[src/rtl/wb_pkg.sv]
// ---------------------------------------------------------------------------
// wb_pkg
// Shared constants and types for the writeback write-port sequencer.
//   XZR_ADDR    : architectural zero register, writes to it are dropped
//   REG_ADDR_W  : register-file address width
//   NUM_REGS    : number of architectural registers (width of Pending)
//   WB_DATA_W   : default result width
//   wb_entry_t  : one queued write {rd, data} at the default width
// ---------------------------------------------------------------------------
package wb_pkg;

   localparam logic [4:0] XZR_ADDR   = 5'd31;
   localparam int         REG_ADDR_W = 5;
   localparam int         NUM_REGS   = 32;
   localparam int         WB_DATA_W  = 64;

   typedef struct packed {
      logic [REG_ADDR_W-1:0] rd;
      logic [WB_DATA_W-1:0]  data;
   } wb_entry_t;

endpackage

[src/rtl/wb_write_port_if.sv]
// ---------------------------------------------------------------------------
// wb_write_port_if
// Bundle of the two writeback sources and the register-file write port.
//   MemValid/MemRd/MemData -> MemReady : memory/multi-cycle unit result
//   AluValid/AluRd/AluData -> AluReady : ALU result
//   RegWr/RW/BusW                      : register-file write port
// Modports:
//   slave  : the sequencer (consumes results, drives the write port)
//   master : the environment (produces results, observes the write port)
// ---------------------------------------------------------------------------
interface wb_write_port_if #(
   parameter int DATA_W = 64
);
   import wb_pkg::*;

   logic                  MemValid;
   logic [REG_ADDR_W-1:0] MemRd;
   logic [DATA_W-1:0]     MemData;
   logic                  MemReady;

   logic                  AluValid;
   logic [REG_ADDR_W-1:0] AluRd;
   logic [DATA_W-1:0]     AluData;
   logic                  AluReady;

   logic                  RegWr;
   logic [REG_ADDR_W-1:0] RW;
   logic [DATA_W-1:0]     BusW;

   modport slave (
      input  MemValid, MemRd, MemData,
      input  AluValid, AluRd, AluData,
      output MemReady, AluReady,
      output RegWr, RW, BusW
   );

   modport master (
      output MemValid, MemRd, MemData,
      output AluValid, AluRd, AluData,
      input  MemReady, AluReady,
      input  RegWr, RW, BusW
   );

endinterface

[src/rtl/wb_fifo.sv]
// ---------------------------------------------------------------------------
// wb_fifo
// DEPTH-entry FIFO of {rd, data} with two push ports and one pop port.
// Push port 0 is written ahead of push port 1 when both fire on one edge.
// The caller guarantees pushes never exceed free space and pop only when
// count > 0.
// Ports:
//   i_clk, i_rst_n            : clock, async active-low reset
//   i_push0/i_rd0/i_data0     : first push (older)
//   i_push1/i_rd1/i_data1     : second push (younger)
//   i_pop                     : remove head
//   o_count                   : occupancy 0..DEPTH
//   o_head_rd/o_head_data     : head entry
//   o_valid/o_rd_flat         : per-slot valid and rd (WB_SCOREBOARD_EN only)
// ---------------------------------------------------------------------------
module wb_fifo
   import wb_pkg::*;
#(
   parameter  int DEPTH  = 4,
   parameter  int DATA_W = 64,
   localparam int PTR_W  = $clog2(DEPTH),
   localparam int CNT_W  = PTR_W + 1
) (
   input  logic                        i_clk,
   input  logic                        i_rst_n,
   input  logic                        i_push0,
   input  logic [REG_ADDR_W-1:0]       i_rd0,
   input  logic [DATA_W-1:0]           i_data0,
   input  logic                        i_push1,
   input  logic [REG_ADDR_W-1:0]       i_rd1,
   input  logic [DATA_W-1:0]           i_data1,
   input  logic                        i_pop,
   output logic [CNT_W-1:0]            o_count,
   output logic [REG_ADDR_W-1:0]       o_head_rd,
   output logic [DATA_W-1:0]           o_head_data
`ifdef WB_SCOREBOARD_EN
   ,
   output logic [DEPTH-1:0]            o_valid,
   output logic [DEPTH*REG_ADDR_W-1:0] o_rd_flat
`endif
);

   logic [REG_ADDR_W-1:0] r_rd   [DEPTH];
   logic [DATA_W-1:0]     r_data [DEPTH];
   logic [PTR_W-1:0]      r_wr_ptr;
   logic [PTR_W-1:0]      r_rd_ptr;
   logic [CNT_W-1:0]      r_count;

   logic [PTR_W-1:0]      w_wr_ptr1;
   logic [1:0]            w_n_push;

   assign w_wr_ptr1 = r_wr_ptr + PTR_W'(1);
   assign w_n_push  = {1'b0, i_push0} + {1'b0, i_push1};

   // Slot contents need no reset: occupancy alone decides what is live.
   always_ff @(posedge i_clk) begin
      if (i_push0) begin
         r_rd[r_wr_ptr]   <= i_rd0;
         r_data[r_wr_ptr] <= i_data0;
      end else if (i_push1) begin
         r_rd[r_wr_ptr]   <= i_rd1;
         r_data[r_wr_ptr] <= i_data1;
      end
      if (i_push0 && i_push1) begin
         r_rd[w_wr_ptr1]   <= i_rd1;
         r_data[w_wr_ptr1] <= i_data1;
      end
   end

   // Pointers wrap naturally because DEPTH is a power of two.
   always_ff @(posedge i_clk or negedge i_rst_n) begin
      if (!i_rst_n) begin
         r_wr_ptr <= '0;
         r_rd_ptr <= '0;
         r_count  <= '0;
      end else begin
         r_wr_ptr <= r_wr_ptr + PTR_W'(w_n_push);
         if (i_pop) begin
            r_rd_ptr <= r_rd_ptr + PTR_W'(1);
         end
         r_count <= r_count + CNT_W'(w_n_push) - CNT_W'(i_pop);
      end
   end

   assign o_count     = r_count;
   assign o_head_rd   = r_rd[r_rd_ptr];
   assign o_head_data = r_data[r_rd_ptr];

`ifdef WB_SCOREBOARD_EN
   // A slot is live when its distance from the read pointer is below count.
   for (genvar g = 0; g < DEPTH; g++) begin : g_slot
      logic [PTR_W-1:0] w_off;
      assign w_off      = PTR_W'(g) - r_rd_ptr;
      assign o_valid[g] = {1'b0, w_off} < r_count;
      assign o_rd_flat[g*REG_ADDR_W +: REG_ADDR_W] = r_rd[g];
   end
`endif

endmodule

[src/rtl/wb_write_port.sv]
// ---------------------------------------------------------------------------
// wb_write_port
// Writeback write-port sequencer. Accepts ALU and memory-unit results,
// drops writes to XZR, queues the rest in arrival order (memory ahead of
// ALU on the same edge) and drives the single register-file write port
// one write per cycle from a registered output stage.
// Ports:
//   Clk      : clock
//   Reset_n  : asynchronous active-low reset
//   bus      : wb_write_port_if.slave (sources, readies, RegWr/RW/BusW)
//   Pending  : per-register pending-write scoreboard (WB_SCOREBOARD_EN only)
// Parameters:
//   DEPTH    : queue entries, power of two, >= 2
//   DATA_W   : result width
// Build option: define WB_SCOREBOARD_EN to add the Pending port and logic.
// ---------------------------------------------------------------------------
module wb_write_port
   import wb_pkg::*;
#(
   parameter int DEPTH  = 4,
   parameter int DATA_W = 64
) (
   input  logic                Clk,
   input  logic                Reset_n,
   wb_write_port_if.slave      bus
`ifdef WB_SCOREBOARD_EN
   ,
   output logic [NUM_REGS-1:0] Pending
`endif
);

   localparam int CNT_W = $clog2(DEPTH) + 1;

   logic [CNT_W-1:0]      w_count;
   logic [REG_ADDR_W-1:0] w_head_rd;
   logic [DATA_W-1:0]     w_head_data;
   logic                  w_mem_ready;
   logic                  w_alu_ready;
   logic                  w_mem_push;
   logic                  w_alu_push;
   logic                  w_pop;

   logic                  r_reg_wr;
   logic [REG_ADDR_W-1:0] r_rw;
   logic [DATA_W-1:0]     r_busw;

   // Readiness is judged on pre-edge occupancy only; a same-cycle pop does
   // not free a slot. The ALU sees the slot the memory unit is taking.
   assign w_mem_ready = w_count < CNT_W'(DEPTH);
   assign w_mem_push  = bus.MemValid && w_mem_ready && (bus.MemRd != XZR_ADDR);
   assign w_alu_ready = (w_count + CNT_W'(w_mem_push)) < CNT_W'(DEPTH);
   assign w_alu_push  = bus.AluValid && w_alu_ready && (bus.AluRd != XZR_ADDR);
   assign w_pop       = w_count != '0;

   assign bus.MemReady = w_mem_ready;
   assign bus.AluReady = w_alu_ready;

`ifdef WB_SCOREBOARD_EN
   logic [DEPTH-1:0]            w_ent_valid;
   logic [DEPTH*REG_ADDR_W-1:0] w_ent_rd;
`endif

   wb_fifo #(
      .DEPTH  (DEPTH),
      .DATA_W (DATA_W)
   ) u_fifo (
      .i_clk       (Clk),
      .i_rst_n     (Reset_n),
      .i_push0     (w_mem_push),
      .i_rd0       (bus.MemRd),
      .i_data0     (bus.MemData),
      .i_push1     (w_alu_push),
      .i_rd1       (bus.AluRd),
      .i_data1     (bus.AluData),
      .i_pop       (w_pop),
      .o_count     (w_count),
      .o_head_rd   (w_head_rd),
      .o_head_data (w_head_data)
`ifdef WB_SCOREBOARD_EN
      ,
      .o_valid     (w_ent_valid),
      .o_rd_flat   (w_ent_rd)
`endif
   );

   // Output stage: drains every cycle; RW/BusW hold when idle.
   always_ff @(posedge Clk or negedge Reset_n) begin
      if (!Reset_n) begin
         r_reg_wr <= 1'b0;
         r_rw     <= '0;
         r_busw   <= '0;
      end else begin
         r_reg_wr <= w_pop;
         if (w_pop) begin
            r_rw   <= w_head_rd;
            r_busw <= w_head_data;
         end
      end
   end

   assign bus.RegWr = r_reg_wr;
   assign bus.RW    = r_rw;
   assign bus.BusW  = r_busw;

`ifdef WB_SCOREBOARD_EN
   always_comb begin
      Pending = '0;
      for (int i = 0; i < DEPTH; i++) begin
         if (w_ent_valid[i]) begin
            Pending[w_ent_rd[i*REG_ADDR_W +: REG_ADDR_W]] = 1'b1;
         end
      end
      if (r_reg_wr) begin
         Pending[r_rw] = 1'b1;
      end
      Pending[XZR_ADDR] = 1'b0;
   end
`endif

endmodule
[src/flat_wrapper.sv]
// flat-port wrapper written by rule: the top's interface ports become plain ports
module wb_write_port_flat import wb_pkg::*;
#(
   parameter int DEPTH  = 4,
   parameter int DATA_W = 64
)
  (Clk, Reset_n, bus_MemValid, bus_MemRd, bus_MemData, bus_AluValid, bus_AluRd, bus_AluData, bus_MemReady, bus_AluReady, bus_RegWr, bus_RW, bus_BusW);
  wb_write_port_if #(.DATA_W(DATA_W)) bus_i ();
  input  logic Clk;
  input  logic Reset_n;
  input wire logic [$bits(bus_i.MemValid)-1:0] bus_MemValid;
  input wire logic [$bits(bus_i.MemRd)-1:0] bus_MemRd;
  input wire logic [$bits(bus_i.MemData)-1:0] bus_MemData;
  input wire logic [$bits(bus_i.AluValid)-1:0] bus_AluValid;
  input wire logic [$bits(bus_i.AluRd)-1:0] bus_AluRd;
  input wire logic [$bits(bus_i.AluData)-1:0] bus_AluData;
  output wire logic [$bits(bus_i.MemReady)-1:0] bus_MemReady;
  output wire logic [$bits(bus_i.AluReady)-1:0] bus_AluReady;
  output wire logic [$bits(bus_i.RegWr)-1:0] bus_RegWr;
  output wire logic [$bits(bus_i.RW)-1:0] bus_RW;
  output wire logic [$bits(bus_i.BusW)-1:0] bus_BusW;
  assign bus_i.MemValid = bus_MemValid;
  assign bus_i.MemRd = bus_MemRd;
  assign bus_i.MemData = bus_MemData;
  assign bus_i.AluValid = bus_AluValid;
  assign bus_i.AluRd = bus_AluRd;
  assign bus_i.AluData = bus_AluData;
  assign bus_MemReady = bus_i.MemReady;
  assign bus_AluReady = bus_i.AluReady;
  assign bus_RegWr = bus_i.RegWr;
  assign bus_RW = bus_i.RW;
  assign bus_BusW = bus_i.BusW;
  wb_write_port #(.DEPTH(DEPTH), .DATA_W(DATA_W)) u_core (.Clk(Clk), .Reset_n(Reset_n), .bus(bus_i));
endmodule
[config.mk]
export PLATFORM = sky130hd
export DESIGN_NAME = wb_write_port_flat
export DESIGN_NICKNAME = d
export VERILOG_FILES = /design/src/rtl/wb_pkg.sv /design/src/rtl/wb_write_port_if.sv /design/src/rtl/wb_fifo.sv /design/src/rtl/wb_write_port.sv /design/src/flat_wrapper.sv
export SDC_FILE = /design/constraint.sdc
export NUM_CORES = 1
export LEC_CHECK = 0
export CAP_MARGIN = 0
export CORE_MARGIN = 1
export CORE_UTILIZATION = 50
export DETAILED_ROUTE_END_ITERATION = 6
export PLACE_DENSITY_LB_ADDON = 0.05
export SYNTH_ARGS = -nofsm -noshare
export SYNTH_HDL_FRONTEND = slang
export SYNTH_SLANG_ARGS = --single-unit
[constraint.sdc]
create_clock -name Clk -period 6.8 [get_ports Clk]
set_clock_uncertainty 0.1 [all_clocks]
set_input_delay 0.68 -clock Clk [delete_from_list [all_inputs] [get_ports Clk]]
set_output_delay 0.68 -clock Clk [all_outputs]
set_load 0.005 [all_outputs]
# [After elaboration in Yosys (flattened, before gate mapping)]
# Memories as Yosys holds them, arrays and structs flattened. A register that Yosys moved wholly into a read port is not among the register bits.
# Cells that the tools add are included.
# Widths: inputs -> output; s select.
[totals] ff_bits=8 ramBits=276 input_bits=142 out_inout_bits=72 wordCells=36 mem_count=2
[mem_list] memory="u_core.u_fifo.r_data" depth=4 word_bits=64 rd=1 rd_ports_with_merged_regs=1 wr=2 line="wb_fifo.sv:44" text="logic [DATA_W-1:0] r_data [DEPTH];"
[mem_list] memory="u_core.u_fifo.r_rd" depth=4 word_bits=5 rd=1 rd_ports_with_merged_regs=1 wr=2 line="wb_fifo.sv:43" text="logic [REG_ADDR_W-1:0] r_rd [DEPTH];"
[op_classes] add_sub_neg=7 order_cmp=2 eq_ne=2 muxes=9 bitwise=2 reduce_logical=8
[op_table] cell="$mux 64" count=1
[op_table] cell="$ne 5x5->1 const B" count=2
[op_table] cell="$mux 1" count=7
[op_table] cell="$lt 3x3->1 const B" count=2
[op_table] cell="$logic_and 1x1->1" count=5
[op_table] cell="$mux 5" count=1
[op_table] cell="$add 2x1->2 const B" count=2
[op_table] cell="$add 3x1->3" count=1
[op_table] cell="$add 3x2->3" count=1
[op_table] cell="$reduce_bool 3->1" count=1
[op_table] cell="$sub 3x1->3" count=1
[op_table] cell="$add 1x1->2" count=1
[op_table] cell="$add 2x2->2" count=1
[op_table] cell="$logic_not 1->1" count=2
[op_table] cell="$or 1x1->1" count=2

# [Logic depth before layout (Yosys ltp)]
[depth] ltp_word=11 mapped_depth=11 mapped_depth_nobuf=11

# [Hierarchy]
# Synthesis repeated with hierarchy kept, for this count alone.
[unflattened] cells_unflattened=1211 hier_area_um2=18148.7
[modules_own_cells] mod="wb_fifo" instances=1 cells_each=1052 area_each_um2=15148.3 seq_area_each_um2=8463.1
[modules_own_cells] mod="wb_write_port" instances=1 cells_each=159 area_each_um2=3000.4 seq_area_each_um2=1751.7

# [Worst setup path before layout]
# No wires, ideal clock.
[synth_path] kind="input -> register" startpoint="input bus_MemRd[2]" endpoint="memory u_core.u_fifo.r_data[1][0], enable pin" setup_time_ns=0.595 arrival_time_ns=6.706 required_ns=6.105 slack_ns=-0.601 path_stages=7 path_buffers=1 path_cell_list="and3_1 > nand3_1 > a211oi_1 > ha_1 > buf_4 > nor2_1 > nor3b_1"
[synth_rtl] element="start: declaration" line="flat_wrapper.sv:12" text="input wire logic [$bits(bus_i.MemRd)-1:0] bus_MemRd;"
[synth_rtl] element="end: declaration" line="wb_fifo.sv:44"

==> impl_metrics.toml <==
[clocking]
cts_sinks = 353
cts_hold_buf = 0
clkLatencyLatePin_ps = 520
htreeDepth = 2
clkTransAtPathRegs_ps = 60
cts_setup_buffers = 0
cts_tree = "done"
cts.root.buffer_cell = "clkbuf_16"
cts_resized = 0
cts_buffers = 39
clockBufferDepth = 3

[sta]
setup_tns_ps = 0
max_freq_ghz = 0.257
final_hold_viol_count = 0
worstMarginPinSlew_ps = 1020
rsz0062_at_grt = "false"
finalCriticalPeriod_ps = 3890
final.period_utilization = 0.573
setup-violations-final = 0
relSlewSlack = 0.320
drv_slew = 0

[die]
rows = 66
die_h_um = 183
dieWidth_um = 183
start_util = 0.506
io_pins = 214
core-area_sq_um = 32500
die_area_sq_um = 33600

[placement]
dpl_cell_area_sq_um = 19000
portBuffers = 213
place.gp.congestion = 0.762
dp_cells = 1627
dp_hpwl_um = 21600

[pwr]
ir_worst_vdd_mv = 0.245
p_clk_frac = 0.229
p_leak_nw = 7.40
switchingPower_mw = 2.79
pwr-share-seq = 0.413
p_comb_frac = 0.358
power.density_nw_per_um2 = 444
p_int_mw = 6.19
power_mw = 8.98
sw_frac_of_total = 0.311

[setup_path]
crit_type = "input pin to flop"
worst-r2r-cell-count = 7
required_ps = 6950
crit_fanout = 21
cp.arrival_ps = 4050
cp-end-kind = "flop"
startpoint_type = "input pin"

[grt]
met3_usage = 0.0457
grt_max_degree = 71
busiest_layer = "met2"
grt_pass1_wl_um = 58900
grt_pass1_vias = 9873
use_met2 = 0.394
grt_usage = 0.235
antenna_found_initial = 3
grt-ovfl-total = 0
grt.met1_usage = 0.318

[finish]
fin_cells = 1699
layout_commonest_cell = "edfxtp_1"
regArea_sq_um = 10200
multi_input_area_sq_um = 5880
fill_cells = 2508
final_cell_mix = "edfxtp_1 (276), mux2_2 (239), clkdlybuf4s50_1 (212)"
finalInstanceArea_sq_um = 20200
nNetsFinal = 1376
drive_gt1_frac = 0.320
area_delta_synth_final_pct = 23.1

[yosys]
ys_warn_count = 0
yosysSeqAreaShare = 0.621
synth.distinct_cells = 31
netlist_area_sq_um = 16400
synthCells = 1017
synthesis.nets = 1167
avgSynthCellArea_sq_um = 16.2
ys_ff_latch = 353

[detailed_routing]
ant_nets = 0
via_count = 9318
avgViaCountPerCell = 5.48
drt_iter0_drc = 496
drt-total-wl_um = 38400
drcViolationCount = 0
wl_per_cell_um = 22.6
first_pass_iters = 5

[worst_hold_path]
hold_class = "input pin to async pin"

[flow_run]
maxCapViolCount = 0

[outcome]
status = "finished clean"
[cells in the mapped netlist]
cell type / number / share of area
buf_2: 25 / 0.0076
mux2_4: 10 / 0.0091
fa_1: 1 / 0.0012
and3_1: 3 / 0.0011
nand3_1: 4 / 0.0012
nor3_2: 1 / 0.00061
inv_1: 8 / 0.0018
buf_6: 2 / 0.0014
ha_1: 7 / 0.0053
a21oi_1: 1 / 0.00030
nor2_4: 1 / 0.00069
inv_2: 2 / 0.00046
nand2_1: 210 / 0.048
buf_4: 13 / 0.0059
o31ai_1: 1 / 0.00046
mux2_2: 239 / 0.16
dfrtp_1: 77 / 0.12
a211oi_1: 1 / 0.00046
buf_8: 1 / 0.00091
and3b_1: 1 / 0.00053
a31oi_4: 3 / 0.0039
o21ai_0: 1 / 0.00030
a211o_1: 1 / 0.00053
xnor2_1: 6 / 0.0032
mux2_1: 27 / 0.018
nor3b_1: 2 / 0.00091
edfxtp_1: 276 / 0.50
mux4_2: 69 / 0.095
clkbuf_1: 21 / 0.0048
a21o_1: 1 / 0.00046
nor2_1: 2 / 0.00046
[power groups by stage]
stage	Combinational, mW	Clock [mW]	Sequential [mW]
after floorplan	2.17	0	3.62
after CTS	3.28	2.09	3.72
after detailed placement	3.26	0	3.76
final	3.22	2.06	3.71
after global placement	3.24	0	3.74
after global routing	3.52	2.18	3.79
[layout make-up]
type	count	share of cell area
diodes	2	0.000247
clock buffers	59	0.0560
clock inverters	11	0.00519
inverters	10	0.00192
multi-input cells	592	0.291
flip-flops and latches	353	0.505
well taps	442	0.0273
repair buffers	230	0.113
[path summary, 6_finish.rpt]
kind / slack (ps) / startpoint / to
min in group Clk: 360 / u_core.bus.BusW[35] / u_core.bus.BusW[35]
hold / removal: 30 / Reset_n / u_core.bus.BusW[60]
setup reg to reg: 3330 / u_core.u_fifo.o_count[1] / u_core.u_fifo.r_data[3][49]
setup / recovery: 2910 / bus_AluRd[2] / u_core.u_fifo.r_data[2][42]
hold reg to reg: 360 / u_core.bus.BusW[35] / u_core.bus.BusW[35]
max in group asynchronous: 5350 / Reset_n / u_core.u_fifo.r_rd_ptr[1]
[flip-flops by register name, summed over array words and instances, names as in the netlist]
signal                  cells
u_core.u_fifo.r_wr_ptr      2
u_core.u_fifo.r_rd         20
u_core.bus.BusW            64
u_core.u_fifo.o_count       3
u_core.u_fifo.r_data      256
u_core.bus.RW               5
u_core.u_fifo.r_rd_ptr      2
u_core.bus.RegWr            1
[kinds of logic after synthesis]
group                    share of synthesized area
XOR/XNOR                                   0.00320
buffers and inverters                       0.0229
flip-flops                                   0.621
AO/OA/AOI/OAI                              0.00639
adder cells (fa/ha/maj)                    0.00655
multiplexers                                 0.286
AND/OR/NAND/NOR                             0.0535
[metrics by stage]
stage	setup WS, ps	hold slack [ps]	util
after floorplan	-601	284	-
after global placement	2460	348	0.585
after detailed placement	2400	355	0.585
after CTS	2880	37.6	0.623
after global routing	2700	57.1	0.623
final	2910	34.5	0.623
[critical path, stage by stage]
cell	delay (ps)
clkdlybuf4s50_1	610
nand3_1	110
o21ai_0	280
a211oi_1	120
ha_1	390
and3b_1	300
nor2_4	660
buf_4	490
mux2_2	380
[layer usage]
metal  part of all wire  vias up
met2               0.50      238
met1               0.43     4756
met4              0.015        4
met3              0.056       48
li1                   -     4272
met5            0.00060        -
Note: power is estimated with default switching activity, not from simulation.
